<file path="config.mk">
export PLATFORM = sky130hd
export DESIGN_NAME = gemm_tile_sequencer
export DESIGN_NICKNAME = d
export VERILOG_FILES = /design/src/rtl/gemm_tile_sequencer.sv
export SDC_FILE = /design/constraint.sdc
export NUM_CORES = 1
export LEC_CHECK = 0
export CAP_MARGIN = 20
export CELL_PAD_IN_SITES_DETAIL_PLACEMENT = 1
export CELL_PAD_IN_SITES_GLOBAL_PLACEMENT = 1
export CORE_MARGIN = 2
export CORE_UTILIZATION = 45
export DETAILED_ROUTE_END_ITERATION = 8
export GPL_TIMING_DRIVEN = 0
export PLACE_DENSITY = 0.81
export RECOVER_POWER = 100
export SYNTH_ARGS = -nofsm -noshare
export SYNTH_HDL_FRONTEND = slang
export SYNTH_SLANG_ARGS = --single-unit
</file>
<file path="constraint.sdc">
create_clock -name clk_i -period 4.8 [get_ports clk_i]
set_clock_uncertainty 0.05 [all_clocks]
set_input_delay 0.96 -clock clk_i [delete_from_list [all_inputs] [get_ports clk_i]]
set_output_delay 0.96 -clock clk_i [all_outputs]
set_load 0.01 [all_outputs]
</file>
<file path="src/rtl/gemm_tile_sequencer.sv">
// Control sequencer for the tiled output-stationary GEMM array.
// Walks output tiles row-major (tile_n innermost). For each tile it issues K
// A/B read addresses, aligns MAC enable/clear to the SRAM read latency, drains
// the pipeline, then writes one C word through a ready handshake.
// Optional feature macro: GEMM_TILE_SEQ_PERF_CNT_EN (busy/stall perf counters).
module gemm_tile_sequencer #(
  parameter int unsigned RowPar        = 4,
  parameter int unsigned ColPar        = 16,
  parameter int unsigned AddrWidth     = 12,
  parameter int unsigned SizeAddrWidth = 32,
  parameter int unsigned MemLatency    = 1,
  parameter int unsigned MacLatency    = 1
) (
  input  logic                     clk_i,
  input  logic                     rst_ni,
  input  logic                     start_i,
  input  logic [SizeAddrWidth-1:0] M_size_i,
  input  logic [SizeAddrWidth-1:0] K_size_i,
  input  logic [SizeAddrWidth-1:0] N_size_i,
  input  logic [AddrWidth-1:0]     a_base_i,
  input  logic [AddrWidth-1:0]     b_base_i,
  input  logic [AddrWidth-1:0]     c_base_i,
  output logic [AddrWidth-1:0]     sram_a_addr_o,
  output logic [AddrWidth-1:0]     sram_b_addr_o,
  output logic [AddrWidth-1:0]     sram_c_addr_o,
  output logic                     sram_c_we_o,
  input  logic                     c_ready_i,
  output logic                     mac_en_o,
  output logic                     mac_first_o,
  output logic                     busy_o,
  output logic                     done_o,
`ifdef GEMM_TILE_SEQ_PERF_CNT_EN
  output logic [31:0]              perf_cycles_o,
  output logic [31:0]              perf_stall_o,
`endif
  output logic                     err_o
);

  localparam int unsigned DrainCycles = MemLatency + MacLatency;
  localparam int unsigned DrainW      = $clog2(DrainCycles + 1);

  typedef enum logic [2:0] {
    S_IDLE, S_CHECK, S_LOAD, S_DRAIN, S_WRITE, S_DONE
  } state_e;

  state_e state_q, state_d;

  logic [SizeAddrWidth-1:0] m_q, k_q, n_q;
  logic [AddrWidth-1:0]     a_base_q, b_base_q, c_base_q;
  logic [SizeAddrWidth-1:0] tile_m_q, tile_n_q, k_cnt_q;
  logic [AddrWidth-1:0]     a_row_q, b_row_q, c_addr_q;
  logic [DrainW-1:0]        drain_q;
  logic [MemLatency-1:0]    en_pipe_q, first_pipe_q;

  logic [SizeAddrWidth-1:0] mt, nt;
  logic size_bad, last_k, last_n, last_m, drain_last, accept;

  assign mt         = m_q / SizeAddrWidth'(RowPar);
  assign nt         = n_q / SizeAddrWidth'(ColPar);
  assign size_bad   = (m_q == '0) || (k_q == '0) || (n_q == '0) ||
                      ((m_q % SizeAddrWidth'(RowPar)) != '0) ||
                      ((n_q % SizeAddrWidth'(ColPar)) != '0);
  assign last_k     = (k_cnt_q == k_q - 1'b1);
  assign last_n     = (tile_n_q == nt - 1'b1);
  assign last_m     = (tile_m_q == mt - 1'b1);
  assign drain_last = (drain_q == DrainW'(DrainCycles - 1));
  assign accept     = (state_q == S_WRITE) && c_ready_i;

  // State register.
  always_ff @(posedge clk_i or negedge rst_ni) begin
    if (!rst_ni) state_q <= S_IDLE;
    else         state_q <= state_d;
  end

  // Next-state and output decode.
  always_comb begin
    state_d       = state_q;
    sram_a_addr_o = '0;
    sram_b_addr_o = '0;
    sram_c_addr_o = '0;
    sram_c_we_o   = 1'b0;
    done_o        = 1'b0;
    err_o         = 1'b0;
    unique case (state_q)
      S_IDLE:  if (start_i) state_d = S_CHECK;
      S_CHECK: state_d = size_bad ? S_DONE : S_LOAD;
      S_LOAD: begin
        sram_a_addr_o = a_row_q + k_cnt_q[AddrWidth-1:0];
        sram_b_addr_o = b_row_q + k_cnt_q[AddrWidth-1:0];
        if (last_k) state_d = S_DRAIN;
      end
      S_DRAIN: begin
        // k stays at K-1 here, so the last read address is held.
        sram_a_addr_o = a_row_q + k_cnt_q[AddrWidth-1:0];
        sram_b_addr_o = b_row_q + k_cnt_q[AddrWidth-1:0];
        if (drain_last) state_d = S_WRITE;
      end
      S_WRITE: begin
        sram_c_addr_o = c_addr_q;
        sram_c_we_o   = 1'b1;
        if (c_ready_i) state_d = (last_n && last_m) ? S_DONE : S_LOAD;
      end
      S_DONE: begin
        done_o  = 1'b1;
        err_o   = size_bad;
        state_d = S_IDLE;
      end
      default: state_d = S_IDLE;
    endcase
  end

  assign busy_o      = (state_q != S_IDLE);
  assign mac_en_o    = en_pipe_q[MemLatency-1];
  assign mac_first_o = first_pipe_q[MemLatency-1];

  // Operand latch, tile/k/drain counters and running base addresses.
  // Row bases advance by K per tile step instead of multiplying tile*K.
  always_ff @(posedge clk_i or negedge rst_ni) begin
    if (!rst_ni) begin
      m_q      <= '0;
      k_q      <= '0;
      n_q      <= '0;
      a_base_q <= '0;
      b_base_q <= '0;
      c_base_q <= '0;
      tile_m_q <= '0;
      tile_n_q <= '0;
      k_cnt_q  <= '0;
      a_row_q  <= '0;
      b_row_q  <= '0;
      c_addr_q <= '0;
      drain_q  <= '0;
    end else begin
      if (state_q == S_IDLE && start_i) begin
        m_q      <= M_size_i;
        k_q      <= K_size_i;
        n_q      <= N_size_i;
        a_base_q <= a_base_i;
        b_base_q <= b_base_i;
        c_base_q <= c_base_i;
      end
      if (state_q == S_CHECK) begin
        tile_m_q <= '0;
        tile_n_q <= '0;
        k_cnt_q  <= '0;
        a_row_q  <= a_base_q;
        b_row_q  <= b_base_q;
        c_addr_q <= c_base_q;
      end
      if (state_q == S_LOAD) begin
        if (last_k) drain_q <= '0;
        else        k_cnt_q <= k_cnt_q + 1'b1;
      end
      if (state_q == S_DRAIN) drain_q <= drain_q + 1'b1;
      if (accept) begin
        k_cnt_q  <= '0;
        c_addr_q <= c_addr_q + 1'b1;
        if (last_n) begin
          tile_n_q <= '0;
          tile_m_q <= tile_m_q + 1'b1;
          a_row_q  <= a_row_q + k_q[AddrWidth-1:0];
          b_row_q  <= b_base_q;
        end else begin
          tile_n_q <= tile_n_q + 1'b1;
          b_row_q  <= b_row_q + k_q[AddrWidth-1:0];
        end
      end
    end
  end

  // MAC enable/first delayed by the SRAM read latency.
  always_ff @(posedge clk_i or negedge rst_ni) begin
    if (!rst_ni) begin
      en_pipe_q    <= '0;
      first_pipe_q <= '0;
    end else begin
      en_pipe_q[0]    <= (state_q == S_LOAD);
      first_pipe_q[0] <= (state_q == S_LOAD) && (k_cnt_q == '0);
      for (int unsigned i = 1; i < MemLatency; i++) begin
        en_pipe_q[i]    <= en_pipe_q[i-1];
        first_pipe_q[i] <= first_pipe_q[i-1];
      end
    end
  end

`ifdef GEMM_TILE_SEQ_PERF_CNT_EN
  // Saturating busy-cycle and write-stall counters, cleared on accepted start.
  always_ff @(posedge clk_i or negedge rst_ni) begin
    if (!rst_ni) begin
      perf_cycles_o <= '0;
      perf_stall_o  <= '0;
    end else if (state_q == S_IDLE && start_i) begin
      perf_cycles_o <= '0;
      perf_stall_o  <= '0;
    end else begin
      if (busy_o && perf_cycles_o != '1) perf_cycles_o <= perf_cycles_o + 1'b1;
      if (state_q == S_WRITE && !c_ready_i && perf_stall_o != '1)
        perf_stall_o <= perf_stall_o + 1'b1;
    end
  end
`endif

endmodule

</file>
==> results.rst, run 1 <==
.. list-table::
   :header-rows: 1

   * - Metric
     - Value
   * - Arrival @ worst endpoint
     - 3770 ps
   * - Synthesis-stage register bit count
     - 271
   * - Worst Setup Start Kind
     - flop
   * - Post-route fraction of the period consumed by the critical path
     - 99.5%
   * - Top-level port count
     - 178
   * - Iteration count of the initial detailed-routing pass
     - 5
   * - Power dissipated by switching net loads
     - 5410 µW
   * - Combined area of the multi-input logic cells
     - 10700 µm²
   * - Initial antenna violation count
     - 0
   * - Maximum number of pins on one net before global-route repair
     - 103
   * - Weighted congestion at the end of routability-driven global placement
     - 0.912
   * - Number of warnings issued by yosys
     - 0
   * - CORE AREA
     - 39600 µm²
   * - Cell count after synthesis
     - 1945
   * - Via density per instance
     - 6.22
   * - Avg Synthesized Cell Area
     - 9.25 µm²
   * - Antenna diode count
     - 0
   * - Minimum setup slack in the final design
     - 23.9 ps
   * - Ratio of cells with drive above 1 in the final layout
     - 11.2%
   * - Failing checks
     - capacitance limit, slew limit
   * - Async S/R FF share, synth
     - 100%
   * - Required time of the worst setup path
     - 3790 ps
   * - Status
     - complete, but fails checks
   * - Half-perimeter wire length after placement
     - 48300 µm
   * - Clock Path Buffers
     - 3
   * - Hold depth
     - 1
   * - Die width
     - 204 µm
   * - IO buf count
     - 177
   * - Number of fill cells
     - 4586
   * - Skew-Pair Late Insertion Delay
     - 560 ps
   * - Commonest cells after routing, fill and taps aside
     - 269 x dfrtp_1, 169 x nand2_1, 148 x clkdlybuf4s50_1
   * - Overall power of the completed layout
     - 12700 µW
   * - Crit Path Class
     - flop to primary output
   * - Cell area after synthesis
     - 18000 µm²
   * - Seq. cell area
     - 6780 µm²
   * - Endpoints failing setup
     - 0
   * - Leakage
     - 0.00879 µW
   * - Via Count
     - 16800
   * - Number of rows in the core area
     - 73
   * - Total global routing overflow
     - 0
   * - Post-place setup slack
     - 46.9 ps
   * - Internal power contribution
     - 7260 µW
   * - Maximum achievable frequency
     - 209 MHz
   * - Initial core utilization
     - 45.4%
   * - Total wire length
     - 65000 µm
   * - Post-synth EDFFs
     - 0
   * - Ratio of total power to cell area
     - 582 nW/µm²
   * - Dominant synthesized flop cell
     - dfrtp_1
   * - Register clock-pin slew on the reported worst setup and hold paths
     - 50 ps
   * - Part of the total power dissipated in combinational logic
     - 46.7%
   * - Number of DRC violations after detailed-routing iteration 0
     - 1264
   * - Wire length of the first global-routing pass
     - 101000 µm
   * - Global-route total usage across every layer
     - 31.2%
   * - Post-synth cell types
     - 86
   * - Fraction of power consumed by the clock network
     - 20.9%
   * - Net Sw Frac
     - 42.7%
   * - Most frequent standard cell in the layout excluding fill and tap cells
     - dfrtp_1
   * - Via count of the first global-routing pass
     - 18000
   * - Worst-case reg-to-reg path depth
     - 12
   * - DR WL/cell
     - 24.0 µm
   * - Sort of element at the end of the critical path
     - primary output
   * - Transition time at the pin with the least slew margin
     - 3670 ps
   * - Maximum vdd ir drop
     - 276 µV
   * - TritonCTS clock tree
     - yes
   * - DRC violation count after routing
     - 0
   * - # H-tree levels
     - 2
   * - Area added between synthesis and finish
     - 20.9%
   * - Hold Vio Cnt, Final
     - 0
   * - Clock tree sinks
     - 271
   * - Clock tree root driver cell
     - clkbuf_16
   * - Synthesized Nets
     - 2139
   * - Number of max-capacitance violations reported
     - 1
   * - Worst min path class
     - flop to flop
   * - Max-slew violation total from the final report
     - 71
   * - # nets final
     - 2359
   * - Setup tns final
     - 0 ps
   * - Worst Path Max Fanout
     - 8
   * - Sequential area share after synthesis
     - 37.7%
   * - Clock period minus final worst setup slack
     - 4780 ps
   * - Area of the die
     - 41600 µm²
   * - Die boundary height
     - 204 µm
   * - Proportion of power drawn by flip-flops and latches
     - 32.5%
   * - Rel. slew slack
     - -144%
   * - Number of CTS-inserted buffers
     - 34
   * - Detail Route Antenna Nets
     - 0
==> Yosys cell counts (17+ instances only) <==
master	instances	area share, %
nor4_1	56	1.9
nand2_1	170	3.5
o21ai_0	78	2.2
a21oi_1	66	1.8
mux2i_1	55	3.1
nand4_1	28	0.97
ha_1	54	3.8
mux2_2	127	7.9
or3_1	25	0.87
xor2_1	55	2.7
clkbuf_1	97	2.0
a211oi_1	22	0.92
dfrtp_1	271	38
nor2b_1	21	0.73
or4_1	20	0.83
nor2_1	104	2.2
nor3_1	96	2.7
a31oi_1	26	0.90
and2_1	17	0.59
xnor2_1	98	4.8
inv_1	52	1.1
a21o_1	31	1.3
and3_1	54	1.9
nand2b_1	17	0.59
a221o_1	19	1.1
nand3_1	83	2.3
==> repair_timing <==
item,in CTS,in global routing
hold buffers,0,0
endpoints found under the setup margin,3,47
setup buffers,0,5
resized for setup,12,17
gates cloned,0,0
pin swaps,1,2
==> worst max-delay path, stage by stage (launching register included) <==
cell	delay, ps
dfrtp_1	410
clkbuf_1	270
nor4_2	550
nand4b_1	360
nor4_2	710
a211oi_4	150
nor2b_1	190
clkdlybuf4s50_1	570
==> stage by stage <==
stage               cell area (µm²)  util [%]  cells  hold WS, ps
floorplan                     18000         -   1945          400
global placement              20400      51.5   2647          424
detailed placement            20500      51.7   2649          439
CTS                           21700      54.7   2706          349
global route                  21800      54.9   2711          481
finish                        21800      54.9   2711          452
==> metal layers <==
layer	part of all wire (%)	vias up	track usage [%]	routed length, µm
li1	-	7608	-	-
met2	49	493	53.0	31600
met4	3.5	0	12.9	2290
met1	42	8622	39.9	27400
met5	0	-	0	0
met3	5.8	126	4.59	3770
==> path summary, 6_finish.rpt <==
path	startpoint	end	slack [ps]
max in group asynchronous	rst_ni	m_q[22]	800
hold reg to reg	a_base_q[5]	a_base_q[5]	450
hold / removal	a_base_q[5]	a_base_q[5]	450
setup / recovery	k_q[4]	err_o	20
setup reg to reg	n_q[12]	b_row_q[6]	210
min in group asynchronous	rst_ni	k_q[20]	1830
==> cell families after synthesis <==
group                      count (synthesis)  synth area share, %
DFF                                      271                 37.7
muxes                                    182                 11.0
buffers and inverters                    163                 3.51
and+or+nand+nor                          769                 22.9
xor gates and xnor gates                 153                 7.45
adders and majority gates                 58                 4.20
AOI/OAI and AO/OA                        349                 13.2
==> layout make-up <==
class	instances	share of cell area, %
Buffer	110	1.99
Sequential cell	271	31.2
Multi-Input combinational cell	1511	49.1
Clock inverter	5	0.230
Clock buffer	52	4.97
Timing Repair Buffer	184	8.59
Tap cell	525	3.02
Inverter	53	0.932
==> power groups by stage <==
stage,logic [µW],clock network [µW],registers (µW)
global placement,5460,0,4070
global route,6420,2760,4230
detailed placement,5740,0,4100
floorplan,4070,0,3690
finish,5910,2640,4110
CTS,5830,2670,4090
==> registers in the layout, summed over array words and instances (netlist names), 2 cells and up <==
signal	count
tile_n_q	32
drain_q	2
k_q	32
state_q	3
a_row_q	12
tile_m_q	32
b_row_q	12
m_q	32
c_base_q	12
k_cnt_q	32
c_addr_q	12
b_base_q	12
a_base_q	12
n_q	32
Power figures use the tool's default switching activity.
==> run 2: changes to the inputs <==
- PLACE_DENSITY: 0.81 -> default
- PLACE_DENSITY_LB_ADDON: default -> 0.1
==> run 2 against run 1 <==
- the flow still finishes with violations (capacitance limit, slew limit)
- total power decreased by 0.74%
- sequential cell count did not move
- largest cell class unchanged
- register-to-register slack got worse by 110 ps
- combinational power decreased by 2%
- die area did not move
- non-clock buffer count down 2
- setup slack better by 80 ps
- worst hold slack gained 0.51 ps
- global-route usage down 0.21 points
- critical endpoint is now k_cnt_q[1]
- clock power is essentially flat
==> results.rst, run 2 (synthesis gave the netlist of run 1 again) <==
.. list-table::
   :header-rows: 1

   * - Metric
     - Value
   * - Status
     - complete, but fails checks (unchanged)
   * - Failing checks
     - capacitance limit, slew limit (unchanged)
   * - Worst min path class
     - flop to flop (unchanged)
   * - Wire length of the first global-routing pass
     - 100000 µm (was 101000 µm)
   * - # nets final
     - 2358 (was 2359)
   * - Number of max-capacitance violations reported
     - 1 (unchanged)
   * - Number of DRC violations after detailed-routing iteration 0
     - 1138 (was 1264)
   * - Worst-case reg-to-reg path depth
     - 12 (unchanged)
   * - Worst reg2reg setup slack
     - 100 ps (was 210 ps)
   * - Global-route total usage across every layer
     - 31.0% (was 31.2%)
   * - Worst Path Max Fanout
     - 10 (was 8)
   * - Antenna diode count
     - 0 (unchanged)
   * - Detail Route Antenna Nets
     - 0 (unchanged)
   * - IO buf count
     - 177 (unchanged)
   * - Endpoints failing setup
     - 0 (unchanged)
   * - Skew-Pair Late Insertion Delay
     - 550 ps (was 560 ps)
   * - Worst Hold Endpoint
     - n_q[3] (was a_base_q[5])
   * - Post-route fraction of the period consumed by the critical path
     - 97.8% (was 99.5%)
   * - Top-level port count
     - 178 (unchanged)
   * - Commonest cells after routing, fill and taps aside
     - 269 x dfrtp_1, 170 x nand2_1, 145 x clkdlybuf4s50_1 (was 269 x dfrtp_1, 169 x nand2_1, 148 x clkdlybuf4s50_1)
   * - Max-slew violation total from the final report
     - 98 (was 71)
   * - Via count of the first global-routing pass
     - 17400 (was 18000)
   * - Total global routing overflow
     - 0 (unchanged)
   * - Capture instance of the worst register-to-register path
     - k_cnt_q[1] (was b_row_q[6])
   * - Unrepaired setup endpoints after global routing
     - false
   * - Hold Vio Cnt, Final
     - 0 (unchanged)
   * - Crit-path leading delay family
     - simple AND/OR/NAND/NOR gates (unchanged)
   * - Setup tns final
     - 0 ps (unchanged)
   * - Total wire length
     - 64300 µm (was 65000 µm)
   * - Initial antenna violation count
     - 1 (was 0)
   * - Half-perimeter wire length after placement
     - 48100 µm (was 48300 µm)
   * - Hold path startpoint
     - n_q[3] (was a_base_q[5])
   * - Maximum vdd ir drop
     - 352 µV (was 276 µV)
   * - Sort of element at the end of the critical path
     - flop (was primary output)
   * - Via Count
     - 16800 (about the same)
   * - Area of the die
     - 41600 µm² (unchanged)
   * - Most frequent standard cell in the layout excluding fill and tap cells
     - dfrtp_1 (unchanged)
   * - Startpoint of the lowest-slack register-to-register path
     - k_q[1] (was n_q[12])
   * - Die boundary height
     - 204 µm (unchanged)
   * - Via density per instance
     - 6.20 (was 6.22)
   * - CP cell instances
     - inv_1 > ha_1 > or3b_1 > nor3_1 > xnor2_1 > o311ai_0 > a2111oi_0 > nand4_1 > nor3_4 > clkbuf_1 > o211ai_1 > a21oi_1 (was clkbuf_1 > nor4_2 > nand4b_1 > nor4_2 > a211oi_4 > nor2b_1 > clkdlybuf4s50_1)
   * - DR WL/cell
     - 23.7 µm (was 24.0 µm)
   * - Ratio of cells with drive above 1 in the final layout
     - 10.8% (was 11.2%)
   * - Number of rows in the core area
     - 73 (unchanged)
   * - Register clock-pin slew on the reported worst setup and hold paths
     - 60 ps (was 50 ps)
   * - # H-tree levels
     - 2 (unchanged)
   * - Slowest stage cell on the critical path
     - a2111oi_0 (was nor4_2)
   * - Weighted congestion at the end of routability-driven global placement
     - 0.902 (was 0.912)
   * - Final Non-Filler Cells
     - 2712 (was 2711)
   * - Area added between synthesis and finish
     - 20.5% (was 20.9%)
   * - Final hold slack
     - 453 ps (was 452 ps)
   * - CORE AREA
     - 39600 µm² (unchanged)
   * - Number of buffer and inverter stages on the critical path
     - 2 (unchanged)
   * - Clock tree root driver cell
     - clkbuf_16 (unchanged)
   * - Critical Path Max Stage Delay
     - 610 ps (was 710 ps)
   * - Clock Path Buffers
     - 3 (unchanged)
   * - DRC violation count after routing
     - 0 (unchanged)
   * - Number of CTS-inserted buffers
     - 35 (was 34)
   * - Initial core utilization
     - 45.4% (unchanged)
   * - Transition time at the pin with the least slew margin
     - 2510 ps (was 3670 ps)
   * - Die width
     - 204 µm (unchanged)
   * - Crit Path Class
     - flop to flop (was flop to primary output)
   * - Required time of the worst setup path
     - 5210 ps (was 3790 ps)
   * - Maximum achievable frequency
     - 213 MHz (was 209 MHz)
   * - Hold depth
     - 1 (unchanged)
   * - Rel. slew slack
     - -67.2% (was -144%)
   * - Placed instance count
     - 2649 (unchanged)
   * - Worst Setup Start Kind
     - flop (unchanged)
   * - Clock tree sinks
     - 271 (unchanged)
   * - Maximum number of pins on one net before global-route repair
     - 98 (was 103)
   * - Arrival @ worst endpoint
     - 5110 ps (was 3770 ps)
   * - Iteration count of the initial detailed-routing pass
     - 5 (unchanged)
   * - Clock period minus final worst setup slack
     - 4700 ps (was 4780 ps)
   * - Ratio of total power to cell area
     - 580 nW/µm² (was 582 nW/µm²)
   * - Leakage
     - 0.00877 µW (was 0.00879 µW)
   * - TritonCTS clock tree
     - yes (unchanged)
   * - Overall power of the completed layout
     - 12600 µW (was 12700 µW)
-- run 2: cell count changes in the layout (fill, tap and decap cells not counted), moves of 3 or more --
cell,change
nor4_2,-3
clkbuf_1,+4
clkdlybuf4s50_1,-3
dlygate4sd3_1,+4
buf_4,-3
-- run 2: layer usage --
layer  global-route usage (%)  part of all wire, %  vias to the layer above
li1                         -                    -                     7625
met1                     41.9                   44                     8553
met2                     50.4                   47                      513
met3                     3.92                  5.5                      131
met4                     12.6                  4.0                        0
met5                        0                    0                        -
-- run 2: worst max path at each step --
stage                     slack [ps]  depth (start not counted)           endpoint        from
after CTS                         30                         13  sram_a_addr_o[10]  a_row_q[0]
after floorplan                 1320                         12        k_cnt_q[26]      k_q[4]
final                            100                         12         k_cnt_q[1]      k_q[1]
after global routing               6                          9              err_o      m_q[2]
after detailed placement          30                         12        k_cnt_q[14]      k_q[7]
after global placement         -9420                          1            n_q[10]      rst_ni
-- run 2: report_power, final --
group | leakage (µW) | total (µW) | switching (µW) | internal (µW)
clock | 0.000564 | 2650 | 1070 | 1580
combinational | 0.00479 | 5810 | 3240 | 2570
sequential | 0.00342 | 4110 | 1050 | 3060
-- run 2: through the flow --
step	util, %	worst slack (ps)	instance area (µm²)
finish	54.7	104	21700
CTS	54.7	31.3	21700
global route	54.7	5.55	21700
detailed placement	51.7	32.3	20500
floorplan	-	1320	18000
global placement	51.5	-9420	20400
-- run 2: what timing repair did --
action                     in CTS  in global routing
resized for setup              10                 13
pin swaps                       0                  6
hold buffers                    0                  0
setup buffers                   2                  0
setup endpoints to repair       6                 47
-- run 2: worst reg2reg max path, delay by kind of cell (launching register included) --
family	cells	cell delay [ps]
AND/OR/NAND/NOR	4	1690
AO/OA/AOI/OAI	4	1160
buffers and inverters	2	840
flip-flops	1	460
adder cells (fa/ha/maj)	1	290
XOR/XNOR	1	150
-- run 2: area by class of cell --
cell class                 instances  area (µm²)
clock inverter                     8        68.8
inverter                          53         199
multi-input combinational       1511       10700
fill                            4579       18000
tap                              525         657
sequential                       271        6780
clock buffer                      52        1060
buffer                           110         432
timing repair buffer             182        1810
==> run 3: changes to the inputs <==
- CORE_UTILIZATION: 45 -> 35
==> run 3 against run 2 <==
- the run still ends with capacitance limit, slew limit left
- worst hold slack got worse by 9.4 ps
- clock power is 11% higher
- core utilization down 12 points
- global-route usage down 5.8 points
- first-iteration DRC count decreased by 21%
- combinational power increased by 0.9%
==> results.rst, run 3 (synthesis gave the netlist of run 1 again) <==
.. list-table::
   :header-rows: 1

   * - Metric
     - Value
   * - Area added between synthesis and finish
     - 22.5% (was 20.5%)
   * - Setup tns final
     - 0 ps (unchanged)
   * - Initial antenna violation count
     - 0 (was 1)
   * - Number of fill cells
     - 5901 (was 4579)
   * - Slowest stage cell on the critical path
     - a2111oi_1 (was a2111oi_0)
   * - Required time of the worst setup path
     - 5250 ps (was 5210 ps)
   * - Worst Setup Start Kind
     - flop (unchanged)
   * - Ratio of total power to cell area
     - 586 nW/µm² (was 580 nW/µm²)
   * - Detail Route met2 WL
     - 31700 µm (was 30100 µm)
   * - Seq. cell area
     - 6780 µm² (unchanged)
   * - DRC violation count after routing
     - 0 (unchanged)
   * - Ratio of cells with drive above 1 in the final layout
     - 11.2% (was 10.8%)
   * - Iteration count of the initial detailed-routing pass
     - 5 (unchanged)
   * - Number of buffer and inverter stages on the critical path
     - 4 (was 2)
   * - Post-Route Utilization
     - 43.1% (was 54.7%)
   * - Fraction of power consumed by the clock network
     - 22.7% (was 21.1%)
   * - Area after detailed placement
     - 20700 µm² (was 20500 µm²)
   * - Hold Vio Cnt, Final
     - 0 (unchanged)
   * - Arrival @ worst endpoint
     - 5100 ps (was 5110 ps)
   * - Overall power of the completed layout
     - 12900 µW (was 12600 µW)
   * - Final instance area
     - 22000 µm² (was 21700 µm²)
   * - Initial core utilization
     - 35.2% (was 45.4%)
   * - Via density per instance
     - 5.73 (was 6.20)
   * - Number of CTS-inserted buffers
     - 37 (was 35)
   * - Die width
     - 231 µm (was 204 µm)
   * - Clock tree sinks
     - 271 (unchanged)
   * - Most frequent standard cell in the layout excluding fill and tap cells
     - dfrtp_1 (unchanged)
   * - Area of the die
     - 53200 µm² (was 41600 µm²)
   * - Top-level port count
     - 178 (unchanged)
   * - # H-tree levels
     - 2 (unchanged)
   * - Post-route fraction of the period consumed by the critical path
     - 96.9% (was 97.8%)
   * - Antenna diode count
     - 0 (unchanged)
   * - Clock Path Buffers
     - 3 (unchanged)
   * - CORE AREA
     - 51100 µm² (was 39600 µm²)
   * - Top Layer Used
     - met4 (unchanged)
   * - Endpoints failing setup
     - 0 (unchanged)
   * - Via count of the first global-routing pass
     - 17300 (was 17400)
   * - Failing checks
     - capacitance limit, slew limit (unchanged)
   * - Via Count
     - 16500 (was 16800)
   * - Number of DRC violations after detailed-routing iteration 0
     - 900 (was 1138)
   * - Net Sw Frac
     - 42.3% (was 42.7%)
   * - Status
     - complete, but fails checks (unchanged)
   * - Maximum achievable frequency
     - 215 MHz (was 213 MHz)
   * - Commonest cells after routing, fill and taps aside
     - 269 x dfrtp_1, 170 x nand2_1, 141 x clkdlybuf4s50_1 (was 269 x dfrtp_1, 170 x nand2_1, 145 x clkdlybuf4s50_1)
   * - Wire length of the first global-routing pass
     - 104000 µm (was 100000 µm)
   * - TritonCTS clock tree
     - yes (unchanged)
   * - Crit Path Class
     - flop to flop (unchanged)
   * - Leakage
     - 0.00881 µW (was 0.00877 µW)
   * - Sort of element at the end of the critical path
     - flop (unchanged)
   * - Internal power contribution
     - 7440 µW (was 7210 µW)
   * - Rel. slew slack
     - -60.5% (was -67.2%)
   * - Global-route total usage across every layer
     - 25.2% (was 31.0%)
   * - Maximum number of pins on one net before global-route repair
     - 107 (was 98)
   * - Skew-Pair Late Insertion Delay
     - 560 ps (was 550 ps)
   * - Met3 wirelength from detailed routing
     - 2940 µm (was 3540 µm)
   * - Combined area of the multi-input logic cells
     - 10600 µm² (was 10700 µm²)
   * - Half-perimeter wire length after placement
     - 50900 µm (was 48100 µm)
   * - Weighted congestion at the end of routability-driven global placement
     - 0.865 (was 0.902)
   * - Power dissipated by switching net loads
     - 5460 µW (was 5360 µW)
   * - CP cell instances
     - inv_1 > ha_1 > or3b_1 > nor3_1 > xnor2_1 > o311ai_0 > a2111oi_1 > nand4_1 > clkbuf_1 > or3_1 > buf_2 > a21oi_4 > clkbuf_2 > a21o_1 (was inv_1 > ha_1 > or3b_1 > nor3_1 > xnor2_1 > o311ai_0 > a2111oi_0 > nand4_1 > nor3_4 > clkbuf_1 > o211ai_1 > a21oi_1)
   * - # nets final
     - 2364 (was 2358)
   * - Cts hold-fix bufs
     - 0 (unchanged)
   * - Total global routing overflow
     - 0 (unchanged)
   * - Proportion of power drawn by flip-flops and latches
     - 31.9% (was 32.7%)
   * - Number of max-capacitance violations reported
     - 1 (unchanged)
   * - Crit-path leading delay family
     - simple AND/OR/NAND/NOR gates (unchanged)
   * - Maximum vdd ir drop
     - 258 µV (was 352 µV)
   * - Worst min path class
     - flop to flop (unchanged)
   * - Worst Path Max Fanout
     - 10 (unchanged)
   * - Register clock-pin slew on the reported worst setup and hold paths
     - 60 ps (about the same)
   * - Clock period minus final worst setup slack
     - 4650 ps (was 4700 ps)
   * - Detail Route Antenna Nets
     - 0 (unchanged)
   * - Max-slew violation total from the final report
     - 90 (was 98)
   * - IO buf count
     - 177 (unchanged)
   * - Transition time at the pin with the least slew margin
     - 2410 ps (was 2510 ps)
   * - Part of the total power dissipated in combinational logic
     - 45.4% (was 46.2%)
   * - Die boundary height
     - 231 µm (was 204 µm)
   * - Wire length on met1
     - 30900 µm (was 28200 µm)
   * - Unrepaired setup endpoints after global routing
     - false (unchanged)
   * - DR WL/cell
     - 23.3 µm (was 23.7 µm)
   * - Clock tree root driver cell
     - clkbuf_16 (unchanged)
   * - Number of rows in the core area
     - 83 (was 73)
   * - Critical Path Max Stage Delay
     - 560 ps (was 610 ps)
   * - Total wire length
     - 67000 µm (was 64300 µm)
-- run 3: cell count changes in the layout (fill, tap and decap cells not counted), moves of 3 or more --
cell,before,now
clkbuf_2,1,7
nor3_2,0,3
clkdlybuf4s50_1,145,141
dlygate4sd3_1,29,33
clkinv_2,6,3
-- run 3: layout make-up --
| cell class | count | area share [%] |
|---|---|---|
| Buffer | 110 | 1.96 |
| Clock buffer | 56 | 5.17 |
| Clock inverter | 10 | 0.625 |
| Inverter | 53 | 0.903 |
| Multi-Input combinational cell | 1511 | 48.3 |
| Sequential cell | 271 | 30.8 |
| Tap cell | 680 | 3.86 |
| Timing Repair Buffer | 186 | 8.44 |
-- run 3: metrics by stage --
step                      hold WS [ps]  cells  worst slack [ps]
after floorplan                    400   1945              1320
after global placement             418   2802             -9950
after detailed placement           426   2807               119
after CTS                          390   2874              30.9
after global routing               468   2877              8.76
final                              443   2877               150
-- run 3: power by group through the flow --
stage          registers (µW)  logic, µW  clock network, µW
2_1_floorplan            3690       4070                  0
3_3_place_gp             4110       5610                  0
3_5_place_dp             4140       5810                  0
4_1_cts                  4120       5880               3000
5_1_grt                  4250       6440               3090
6_report                 4120       5860               2930
-- run 3: metal layers --
| layer | up-vias | track usage [%] |
|---|---|---|
| met4 | 0 | 6.59 |
| met2 | 323 | 41.9 |
| met1 | 8449 | 34.8 |
| met5 | - | 0 |
| met3 | 76 | 2.85 |
| li1 | 7623 | - |
-- run 3: timing repair --
action	4_1_cts	5_1_grt
resized for setup	11	14
pin swaps	1	1
setup endpoints to repair	3	38
cloned	0	0
buffers inserted	1	2
-- run 3: worst paths after layout --
path                                   from     endpoint  slack [ps]  depth (start not counted)
max in group asynchronous            rst_ni      n_q[13]        1720                          3
worst min-delay path            c_base_q[5]  c_addr_q[5]         440                          2
min in group asynchronous            rst_ni     mac_en_o        1090                          1
worst max register to register       k_q[1]  k_cnt_q[28]         150                         14
worst min register to register  c_base_q[5]  c_addr_q[5]         440                          2
worst max-delay path                 k_q[1]  k_cnt_q[28]         150                         14
-- run 3: worst reg2reg max path: cells and delay by family, from the launching register on --
kind | cells | cell delay, ps
AOI/OAI and AO/OA | 4 | 1270
DFF | 1 | 480
adders and majority gates | 1 | 370
xor gates and xnor gates | 1 | 140
buffers and inverters | 4 | 1010
and+or+nand+nor | 4 | 1280
